File: src/rtl/judge_vote_n.sv
// Sequential N-voter judge: collects one yes/no vote per voter, closes on full turnout or timeout,
// and reports a registered verdict. Optional macro JUDGE_VETO_EN gives voter 0 a veto.
module judge_vote_n #(
    parameter int N_VOTERS = 3,
    parameter int CNT_W    = $clog2(N_VOTERS + 1),
    parameter int TIMEOUT  = 16
) (
    input  logic                clk,
    input  logic                rst,
    input  logic                start,
    input  logic [CNT_W-1:0]    threshold,
    input  logic [N_VOTERS-1:0] vote_vld,
    input  logic [N_VOTERS-1:0] vote_val,
    output logic                busy,
    output logic [N_VOTERS-1:0] voted,
    output logic                done,
    output logic                result,
    output logic [CNT_W-1:0]    yes_cnt,
    output logic                timed_out
);

    localparam int               TMR_W    = (TIMEOUT > 1) ? $clog2(TIMEOUT) : 1;
    localparam logic [CNT_W-1:0] MAJORITY = CNT_W'(N_VOTERS / 2 + 1);
    localparam logic [TMR_W-1:0] TMR_LAST = TMR_W'(TIMEOUT - 1);

    typedef enum logic [1:0] {S_IDLE, S_COLLECT, S_DONE} state_t;

    state_t              state, state_nxt;
    logic [CNT_W-1:0]    thr_q;
    logic [TMR_W-1:0]    timer;
    logic [N_VOTERS-1:0] fresh, voted_nxt;
    logic [CNT_W-1:0]    yes_nxt;
    logic                all_in, expire, close, verdict;
`ifdef JUDGE_VETO_EN
    logic                v0_yes;
`endif

    // Votes arriving in the closing cycle must be visible to the verdict, so
    // everything below is computed from the post-update mask and count.
    always_comb begin
        fresh     = vote_vld & ~voted;
        voted_nxt = voted | fresh;
        yes_nxt   = yes_cnt;
        for (int i = 0; i < N_VOTERS; i++) begin
            yes_nxt = yes_nxt + CNT_W'(fresh[i] & vote_val[i]);
        end
        all_in  = &voted_nxt;
        expire  = (timer == TMR_LAST);
        close   = all_in || expire;
        verdict = (yes_nxt >= thr_q);
`ifdef JUDGE_VETO_EN
        verdict = verdict && voted_nxt[0] && (fresh[0] ? vote_val[0] : v0_yes);
`endif
    end

    always_ff @(posedge clk) begin
        if (rst) begin
            state <= S_IDLE;
        end else begin
            state <= state_nxt;
        end
    end

    always_comb begin
        state_nxt = state;
        case (state)
            S_IDLE:    if (start) state_nxt = S_COLLECT;
            S_COLLECT: if (close) state_nxt = S_DONE;
            S_DONE:    state_nxt = S_IDLE;
            default:   state_nxt = S_IDLE;
        endcase
    end

    always_ff @(posedge clk) begin
        if (rst) begin
            thr_q     <= '0;
            timer     <= '0;
            voted     <= '0;
            yes_cnt   <= '0;
            result    <= 1'b0;
            timed_out <= 1'b0;
`ifdef JUDGE_VETO_EN
            v0_yes    <= 1'b0;
`endif
        end else begin
            case (state)
                S_IDLE: begin
                    if (start) begin
                        thr_q     <= (threshold == '0) ? MAJORITY : threshold;
                        timer     <= '0;
                        voted     <= '0;
                        yes_cnt   <= '0;
                        result    <= 1'b0;
                        timed_out <= 1'b0;
`ifdef JUDGE_VETO_EN
                        v0_yes    <= 1'b0;
`endif
                    end
                end
                S_COLLECT: begin
                    voted   <= voted_nxt;
                    yes_cnt <= yes_nxt;
                    timer   <= timer + TMR_W'(1);
`ifdef JUDGE_VETO_EN
                    if (fresh[0]) v0_yes <= vote_val[0];
`endif
                    if (close) begin
                        timed_out <= !all_in;
                        result    <= verdict;
                    end
                end
                default: ;
            endcase
        end
    end

    assign busy = (state != S_IDLE);
    assign done = (state == S_DONE);

endmodule

File: config.mk
export PLATFORM = sky130hd
export DESIGN_NAME = judge_vote_n
export DESIGN_NICKNAME = d
export VERILOG_FILES = /design/src/rtl/judge_vote_n.sv
export SDC_FILE = /design/constraint.sdc
export NUM_CORES = 1
export LEC_CHECK = 0
export CAP_MARGIN = 10
export CORE_AREA = 2 2 53 59
export CTS_BUF_LIST = sky130_fd_sc_hd__clkbuf_4 sky130_fd_sc_hd__clkbuf_8
export DETAILED_ROUTE_END_ITERATION = 10
export DIE_AREA = 0 0 55 61
export GPL_TIMING_DRIVEN = 0
export PLACE_DENSITY = 0.58
export SETUP_SLACK_MARGIN = 0.1
export SLEW_MARGIN = 20
export SYNTH_ARGS = -nofsm -noshare
export SYNTH_HDL_FRONTEND = slang
export SYNTH_SLANG_ARGS = --single-unit
File: constraint.sdc
create_clock -name clk -period 2.8 [get_ports clk]
set_input_delay 0.56 -clock clk [delete_from_list [all_inputs] [get_ports clk]]
set_output_delay 0.56 -clock clk [all_outputs]
set_load 0.03 [all_outputs]
# After elaboration in Yosys (flattened, before gate mapping)

Cells that the tools add are included.

Logic and storage cells: 49
ROM bits: 0
Bits of input ports: 11
Register bits after elaboration: 15
Bits in latches: 0
Memory bits (writable): 0
Memories kept: 0

Div/mod/pow operators: 0
$lt $le $gt $ge: 1
Reductions and logical operators: 11
Shift operators: 0
Bitwise gates (word level): 6
$mul: 0
Muxes and demuxes: 15
Add/subtract/negate cells: 4
Eq/ne operators: 5

Operators by type and width:

| kind                  | count |
|---|---|
| $mux W2               | 4 |
| $pmux W2 S2           | 2 |
| $pmux W4 S2           | 1 |
| $add A2 B1 Y2         | 3 |
| $pmux W3 S2           | 1 |
| $reduce_and A2 Y1     | 3 |
| $reduce_and A3 Y1     | 2 |
| $add A4 B1 Y4 const B | 1 |
| $eq A4 B4 Y1 const B  | 1 |
| $logic_not A2 Y1      | 2 |
| $mux W4               | 1 |
| $ne A2 B2 Y1 const B  | 2 |
| $pmux W1 S2           | 2 |
| $reduce_bool A2 Y1    | 2 |
| $and A1 B1 Y1         | 3 |
| $and A3 B3 Y3         | 1 |
| $mux W1               | 3 |
| $mux W3               | 1 |
| $not A3 Y3            | 1 |
| $or A3 B3 Y3          | 1 |
| $eq A2 B1 Y1 const B  | 1 |
| $eq A2 B2 Y1 const B  | 1 |
| $ge A2 B2 Y1          | 1 |
| $logic_not A1 Y1      | 1 |
| $logic_or A1 B1 Y1    | 1 |

# Logic depth before layout (Yosys ltp)

Gate-level depths: netlist of run 1.

Depth in word-level cells: 9
Gate-level depth with buffers: 10
Depth with buffers taken out: 10

# Worst setup path after synthesis of run 1

No wires, ideal clock.

Kind: input-to-reg
Start: in vote_vld[0]
End: reg result
Setup slack: 390 ps
Stages: 10
Data required time: 2738 ps
Arrival: 2348 ps
Setup time: 62 ps
Path through: nand3b_1 fa_1 inv_1 ha_1 xor2_1 xnor2_1 ha_1 a21oi_1 or3_1 nand3_1

Word-level cells in the longest chain between the ends: 8

RTL lines:

| element                     | RTL line | source |
|---|---|---|
| start, declared             | 12       | `input logic [N_VOTERS-1:0] vote_vld,` |
| $and A3 B3 Y3 *             | 41       | `fresh = vote_vld & ~voted;` |
| $and A1 B1 Y1               | 45       | `yes_nxt = yes_nxt + CNT_W'(fresh[i] & vote_val[i]);` |
| $add A2 B1 Y2 (3 in series) | 45       |  |
| $ge A2 B2 Y1                | 50       | `verdict = (yes_nxt >= thr_q);` |
| $mux W1                     | 107      | `if (close) begin` |
| $pmux W1 S2                 | 86       | `case (state)` |
| end signal, assigned        | 109      | `result <= verdict;` |
| end, declared               | 17       | `output logic result,` |

Every way passes the cells marked *; elsewhere a longest branch is shown, timed or not. The select of a mux whose other input is x is not followed.
A chain may end at the register's enable or synchronous reset.

# Final worst setup path of run 1

Start: in vote_val[2]
End: reg result

Word-level cells in the longest chain between the ends: 5

RTL lines:

| element         | RTL line | source |
|---|---|---|
| start, declared | 13       | `input logic [N_VOTERS-1:0] vote_val,` |
| $and A1 B1 Y1   | 45       |  |
| $add A2 B1 Y2   | 45       |  |
| $ge A2 B2 Y1    | 50       |  |
| $mux W1         | 107      |  |
| $pmux W1 S2     | 86       |  |

No other way between the ends. The select of a mux whose other input is x is not followed.

==> results of run 1 <==
cells by family (layout without fill, tap and decap cells):
kind of cell,count (synthesis),after routing,synth area share [%]
AO/OA/AOI/OAI,21,21,16.2
adder cells (fa/ha/maj),5,5,8.82
AND/OR/NAND/NOR,40,40,25.7
flip-flops,15,15,37.8
XOR/XNOR,2,2,2.21
multiplexers,4,4,5.35
buffers and inverters,8,32,3.94
per-layer routing:
layer	vias up	GRT usage [%]	wire length (um)
met2	13	19.7	888
met4	0	7.32	41
met5	-	0	0
met1	361	16.1	899
li1	373	-	-
met3	5	2.96	83
power groups by stage:
stage                     sequential, W  combinational (W)  clock, W
after global routing           0.000236           0.000128  0.000140
after floorplan                0.000246          0.0000597         0
after global placement         0.000238           0.000111         0
final                          0.000233           0.000116  0.000133
after CTS                      0.000233           0.000115  0.000133
after detailed placement       0.000238           0.000112         0
per-stage QoR:
| stage | TNS (ps) | setup slack, ps | cell area (sq um) | utilization (%) | cells |
|---|---|---|---|---|---|
| 2_1_floorplan | 0 | 390 | 795 | - | 95 |
| 3_3_place_gp | -340 | -270 | 1030 | 37.3 | 147 |
| 3_5_place_dp | -371 | -286 | 1030 | 37.3 | 147 |
| 4_1_cts | 0 | 112 | 1060 | 38.6 | 151 |
| 5_1_grt | 0 | 113 | 1070 | 39.0 | 152 |
| 6_report | 0 | 179 | 1070 | 39.0 | 152 |
sequential cells by signal, summed over array words and instances (netlist names):
name       cells
thr_q          2
yes_cnt        2
timed_out      1
result         1
state          2
voted          3
timer          4
cell usage in the layout (no fill, tap or decap), types with 2 or more instances in the layout:
master            n
dfxtp_1          15
a22oi_1           4
clkbuf_1          2
clkbuf_4          3
inv_1             5
mux2i_1           2
ha_1              3
clkdlybuf4s50_1  17
nand3_1           3
nand2_1           7
o21ai_0           5
nor2_1           13
nand3b_1          3
nor2b_1           5
a21oi_1           7
nand2b_1          3
mux2_2            2
worst min-delay path: stages (launching register included):
cell     delay [ps]
dfxtp_1         330
nand2_1          50
a21oi_1          50
area by class of cell:
type / instances / area [sq um]
Sequential cell: 15 / 300
Multi-Input combinational cell: 72 / 473
Clock buffer: 3 / 22.5
Fill cell: 298 / 1680
Tap cell: 33 / 41.3
Buffer: 3 / 12.5
Timing Repair Buffer: 20 / 199
Inverter: 5 / 18.8
Clock inverter: 1 / 5.00
what timing repair did:
action                                  CTS  global route
endpoints found under the setup margin    1             1
hold endpoints to repair                  0             0
hold buffers                              0             0
buffers inserted                          0             1
pin swaps                                 1             3
resized for setup                         3             1
worst paths after layout:
kind	startpoint	endpoint	slack [ps]	depth (start not counted)
worst max-delay path	vote_val[2]	result$_SDFFE_PP0P_	180	11
worst min-delay path	timed_out$_SDFFE_PP0P_	timed_out$_SDFFE_PP0P_	480	2
worst max register to register	voted[2]$_SDFFE_PP0P_	result$_SDFFE_PP0P_	450	10
worst min register to register	timed_out$_SDFFE_PP0P_	timed_out$_SDFFE_PP0P_	480	2
==> qor.yml, run 1 <==
run_status:
  status: "finished, final reports clean"
route:
  first_iter_violations: 11
  drc: 0
  firstDrtPassIters: 2
  via_per_inst: 4.95
  drtAntennaViolNets: 0
  routed_wl_um: 1910
  wl_per_cell_um: 12.6
  via_count: 752
die:
  num_rows: 20
  io_pins: 20
  die_y_um: 61
  core_area_sq_um: 2750
  die_w_um: 55
  start_util_pct: 28.9
  die-area_sq_um: 3360
setup_path:
  critPathMaxFanout: 2
  cp.arrival_ps: 2860
  cp_slowest_cell: "fa_1"
  worstSetupPathType: "in2reg"
  crit_buf_inv: 2
  start_kind: "input port"
  setup.worst_path.end_class: "flop"
  worstPathRequired_ps: 3040
  path_delay_family: "adder cells"
  path_cells: "clkdlybuf4s50_1 -> nand3b_1 -> fa_1 -> inv_1 -> ha_2 -> xor2_2 -> xnor2_1 -> ha_1 -> a21oi_1 -> or3_1 -> nand3_1"
  slowest_delay_ps: 510
final_layout:
  syn_to_final_growth_pct: 35.0
  n_antenna_cell: 0
  layout.nets: 136
  drive_gt1_share_pct: 9.24
synth:
  synthFlopType: "dfxtp_1"
  synth-edff-count: 0
  ys_seq_area_share_pct: 37.8
  yosys_warnings: 0
  syn_area_per_cell_sq_um: 8.36
  syn_inst: 95
  syn-num-nets: 111
  ys_seq_elements: 15
  netlist_area_sq_um: 795
  synth_commonest_cells: "dfxtp_1 (15), nor2_1 (13), a21oi_1 (7), nand2_1 (7)"
  yosysUniqueCellTypes: 30
  async_flop_share_pct: 0
  yosys-top-cells-area: "dfxtp_1 (38%), ha_1 (6.3%), nor2_1 (6.1%), a21oi_1 (4.4%), nor2b_1 (3.9%)"
  synth.most_common_cell: "dfxtp_1"
  yosysTopAreaCellShare_pct: 37.8
  synth_top_area_cell: "dfxtp_1"
power_and_ir_drop:
  p_sw_share_pct: 31.0
  power_frac_clock_pct: 27.7
  power_frac_seq_pct: 48.4
  ir_worst_vdd_mv: 0.208
  pwr_density_cell_nw_per_um2: 450
  switching_power_w: 0.000149
  p_comb_share_pct: 24.0
  total_power_w: 0.000482
  p_leak_nw: 0.418
  internal_power_w: 0.000333
timing:
  slew_viol_final: 0
  fin_crit_sh_pct: 93.6
  final-setup-viol-count: 0
  hold_violations: 0
  timing.fmax_mhz: 382
  period_minus_slack_ps: 2620
  clock_skew_ps: 5.96
  slew_headroom_pct: 57.7
  grt_setup_unrepaired: "false"
  tightest_slew_ps: 633
  hold_ws_ps: 478
clocking:
  numCtsBuffers: 3
  tritoncts: "done"
  clkSinkCount: 15
  cts_max_path_buffers: 2
  clockRootBuffer: "clkbuf_4"
  clk_pin_slew_ps: 100
  htreeDepth: 1
  clock_latency_ps: 300
global_route:
  first_global_vias: 703
  grt_max_degree: 11
  track_usage_pct: 12.8
  gr-total-overflow: 0
  grt_pass1_wl_um: 2990
  antenna_found_initial: 0
place:
  io_buffers: 19
  finalWeightedCongestion: 0.734
  dp.final_hpwl_um: 1380
run:
  cap_violations: 0
min_path:
  worstHoldPathType: "reg2reg"
(Power assumes the default switching activity.)
==> run 2, diff against run 1 <==
--- a/config.mk
+++ b/config.mk
@@ -6,10 +6,10 @@
 export NUM_CORES = 1
 export LEC_CHECK = 0
 export CAP_MARGIN = 10
-export CORE_AREA = 2 2 53 59
+export CORE_AREA = 5 5 56 62
 export CTS_BUF_LIST = sky130_fd_sc_hd__clkbuf_4 sky130_fd_sc_hd__clkbuf_8
 export DETAILED_ROUTE_END_ITERATION = 10
-export DIE_AREA = 0 0 55 61
+export DIE_AREA = 0 0 61 67
 export GPL_TIMING_DRIVEN = 0
 export PLACE_DENSITY = 0.58
 export SETUP_SLACK_MARGIN = 0.1
==> run 2 against run 1 <==
Against the previous run: die area is 22% higher; sequential cell count stayed put; total power is 1.3% higher; hold slack better by 1.0 ps; clock power hardly changed; via count is 0.66% lower; core utilization is 0.27 points higher.
==> qor.yml, run 2 (synthesis results as in run 1) <==
timing:
  slew_headroom_pct: 54.9
  hold_violations: 0
  tightest_slew_ps: 674
  slew_viol_final: 0
  period_minus_slack_ps: 2540
  final-setup-viol-count: 0
  setup_ws_ps: 256
  hold_ws_ps: 479
  grt_setup_unrepaired: "false"
  timing.fmax_mhz: 393
  fin_crit_sh_pct: 90.9
  clock_skew_ps: 1.08
die:
  core_area_sq_um: 2750
  die_y_um: 67
  start_util_pct: 28.9
  die_w_um: 61
  die-area_sq_um: 4090
  num_rows: 20
  io_pins: 20
global_route:
  antenna_found_initial: 0
  track_usage_pct: 11.0
  grt_max_degree: 11
  first_global_vias: 780
  gr-total-overflow: 0
  grt_pass1_wl_um: 3310
run_status:
  status: "finished, final reports clean"
setup_path:
  path_cells: "dlygate4sd2_1 -> nand3b_1 -> fa_1 -> inv_1 -> ha_2 -> xor2_2 -> xnor2_1 -> ha_1 -> a21oi_2 -> or3_1 -> nand3_1"
  worstPathRequired_ps: 3030
  worstSetupPathType: "in2reg"
  start_kind: "input port"
  path_delay_family: "adder cells"
  setup.worst_path.end_class: "flop"
  cp_slowest_cell: "fa_1"
  critPathMaxFanout: 3
  cp.arrival_ps: 2770
  crit_buf_inv: 2
  slowest_delay_ps: 520
route:
  firstDrtPassIters: 4
  drc: 0
  first_iter_violations: 21
  wl_per_cell_um: 13.2
  routed_wl_um: 2000
  drtAntennaViolNets: 0
  via_count: 747
  via_per_inst: 4.91
run:
  cap_violations: 0
power_and_ir_drop:
  pwr_density_cell_nw_per_um2: 453
  ir_worst_vdd_mv: 0.215
  total_power_w: 0.000489
  p_leak_nw: 0.430
final_layout:
  final_cell_mix: "clkdlybuf4s50_1 (15), dfxtp_1 (15), nor2_1 (13)"
  syn_to_final_growth_pct: 35.9
  regMostFlops: "timer"
  layout.nets: 136
  fill_cells: 305
  largest_register_ffs: 4
  utilization_pct: 39.2
  drive_gt1_share_pct: 10.1
  n_antenna_cell: 0
  reg.largest.list: "timer: 4 flops, voted: 3 flops"
  fin_area_sq_um: 1080
clocking:
  tritoncts: "done"
  clk_pin_slew_ps: 90
  holdBufCountCts: 0
  numCtsBuffers: 3
  htreeDepth: 1
  clockRootBuffer: "clkbuf_4"
  cts_max_path_buffers: 2
  clkSinkCount: 15
  clock_latency_ps: 280
place:
  place_area_sq_um: 1030
  io_buffers: 19
  finalWeightedCongestion: 0.710
  dp.final_hpwl_um: 1480
  dpl_worst_slack_ps: -312
min_path:
  worstHoldPathType: "reg2reg"
## run 2: cell count changes in the layout (fill, tap and decap cells not counted), sizes merged
cell,before,now
clkdlybuf4s50,17,15
clkbuf,5,6
clkinv,1,0
dlygate4sd2,1,2
dlymetal6s2s,1,2
## run 2: routing by layer
layer / GRT usage [%] / part of all wire, % / vias up
met3: 2.91 / 5.7 / 6
met4: 5.96 / 2.4 / 0
met1: 12.4 / 43 / 350
li1: - / - / 376
met2: 18.2 / 49 / 15
met5: 0 / 0 / -
## run 2: through the flow
| stage | cells | TNS (ps) |
|---|---|---|
| 3_5_place_dp | 147 | -418 |
| 4_1_cts | 151 | 0 |
| 5_1_grt | 152 | 0 |
| 2_1_floorplan | 95 | 0 |
| 3_3_place_gp | 147 | -360 |
| 6_report | 152 | 0 |
## run 2: final cells by class
class | count | area, sq um | area share (%)
clock buffer | 4 | 30.0 | 2.78
inverter | 5 | 18.8 | 1.74
buffer | 3 | 12.5 | 1.16
sequential | 15 | 300 | 27.8
timing repair buffer | 20 | 200 | 18.5
tap | 33 | 41.3 | 3.82
multi-input combinational | 72 | 477 | 44.1
## run 2: worst paths after layout
kind,start,end,slack [ps],depth (start not counted)
min,timed_out$_SDFFE_PP0P_,timed_out$_SDFFE_PP0P_,480,2
max reg2reg,voted[2]$_SDFFE_PP0P_,result$_SDFFE_PP0P_,340,10
min reg2reg,timed_out$_SDFFE_PP0P_,timed_out$_SDFFE_PP0P_,480,2
max,vote_vld[2],result$_SDFFE_PP0P_,260,11
## run 2: report_power, final
part / total, W / leakage (nW) / internal [W] / switching, W
clock: 0.000136 / 0.0184 / 0.0000650 / 0.0000708
sequential: 0.000234 / 0.122 / 0.000224 / 0.0000100
combinational: 0.000119 / 0.289 / 0.0000574 / 0.0000620
total: 0.000489 / 0.430 / 0.000346 / 0.000143
## run 2: repair_timing
action | 4_1_cts | 5_1_grt
setup endpoints to repair | 1 | 1
pin swaps | 0 | 6
resized for setup | 3 | 4
buffers inserted | 0 | 1
## run 2: worst min-delay path: cells and delay by family (launching register included)
kind	cells	cell delay [ps]
flip-flops	1	330
AND/OR/NAND/NOR	1	50
AO/OA/AOI/OAI	1	50
==> run 3, diff against run 2 <==
--- a/config.mk
+++ b/config.mk
@@ -6,10 +6,10 @@
 export NUM_CORES = 1
 export LEC_CHECK = 0
 export CAP_MARGIN = 10
-export CORE_AREA = 5 5 56 62
+export CORE_AREA = 2 2 53 59
 export CTS_BUF_LIST = sky130_fd_sc_hd__clkbuf_4 sky130_fd_sc_hd__clkbuf_8
 export DETAILED_ROUTE_END_ITERATION = 10
-export DIE_AREA = 0 0 61 67
+export DIE_AREA = 0 0 55 61
 export GPL_TIMING_DRIVEN = 0
 export PLACE_DENSITY = 0.58
 export SETUP_SLACK_MARGIN = 0.1
==> results of run 3 <==
Final layout, timing and power as in run 1 (identical DEF).
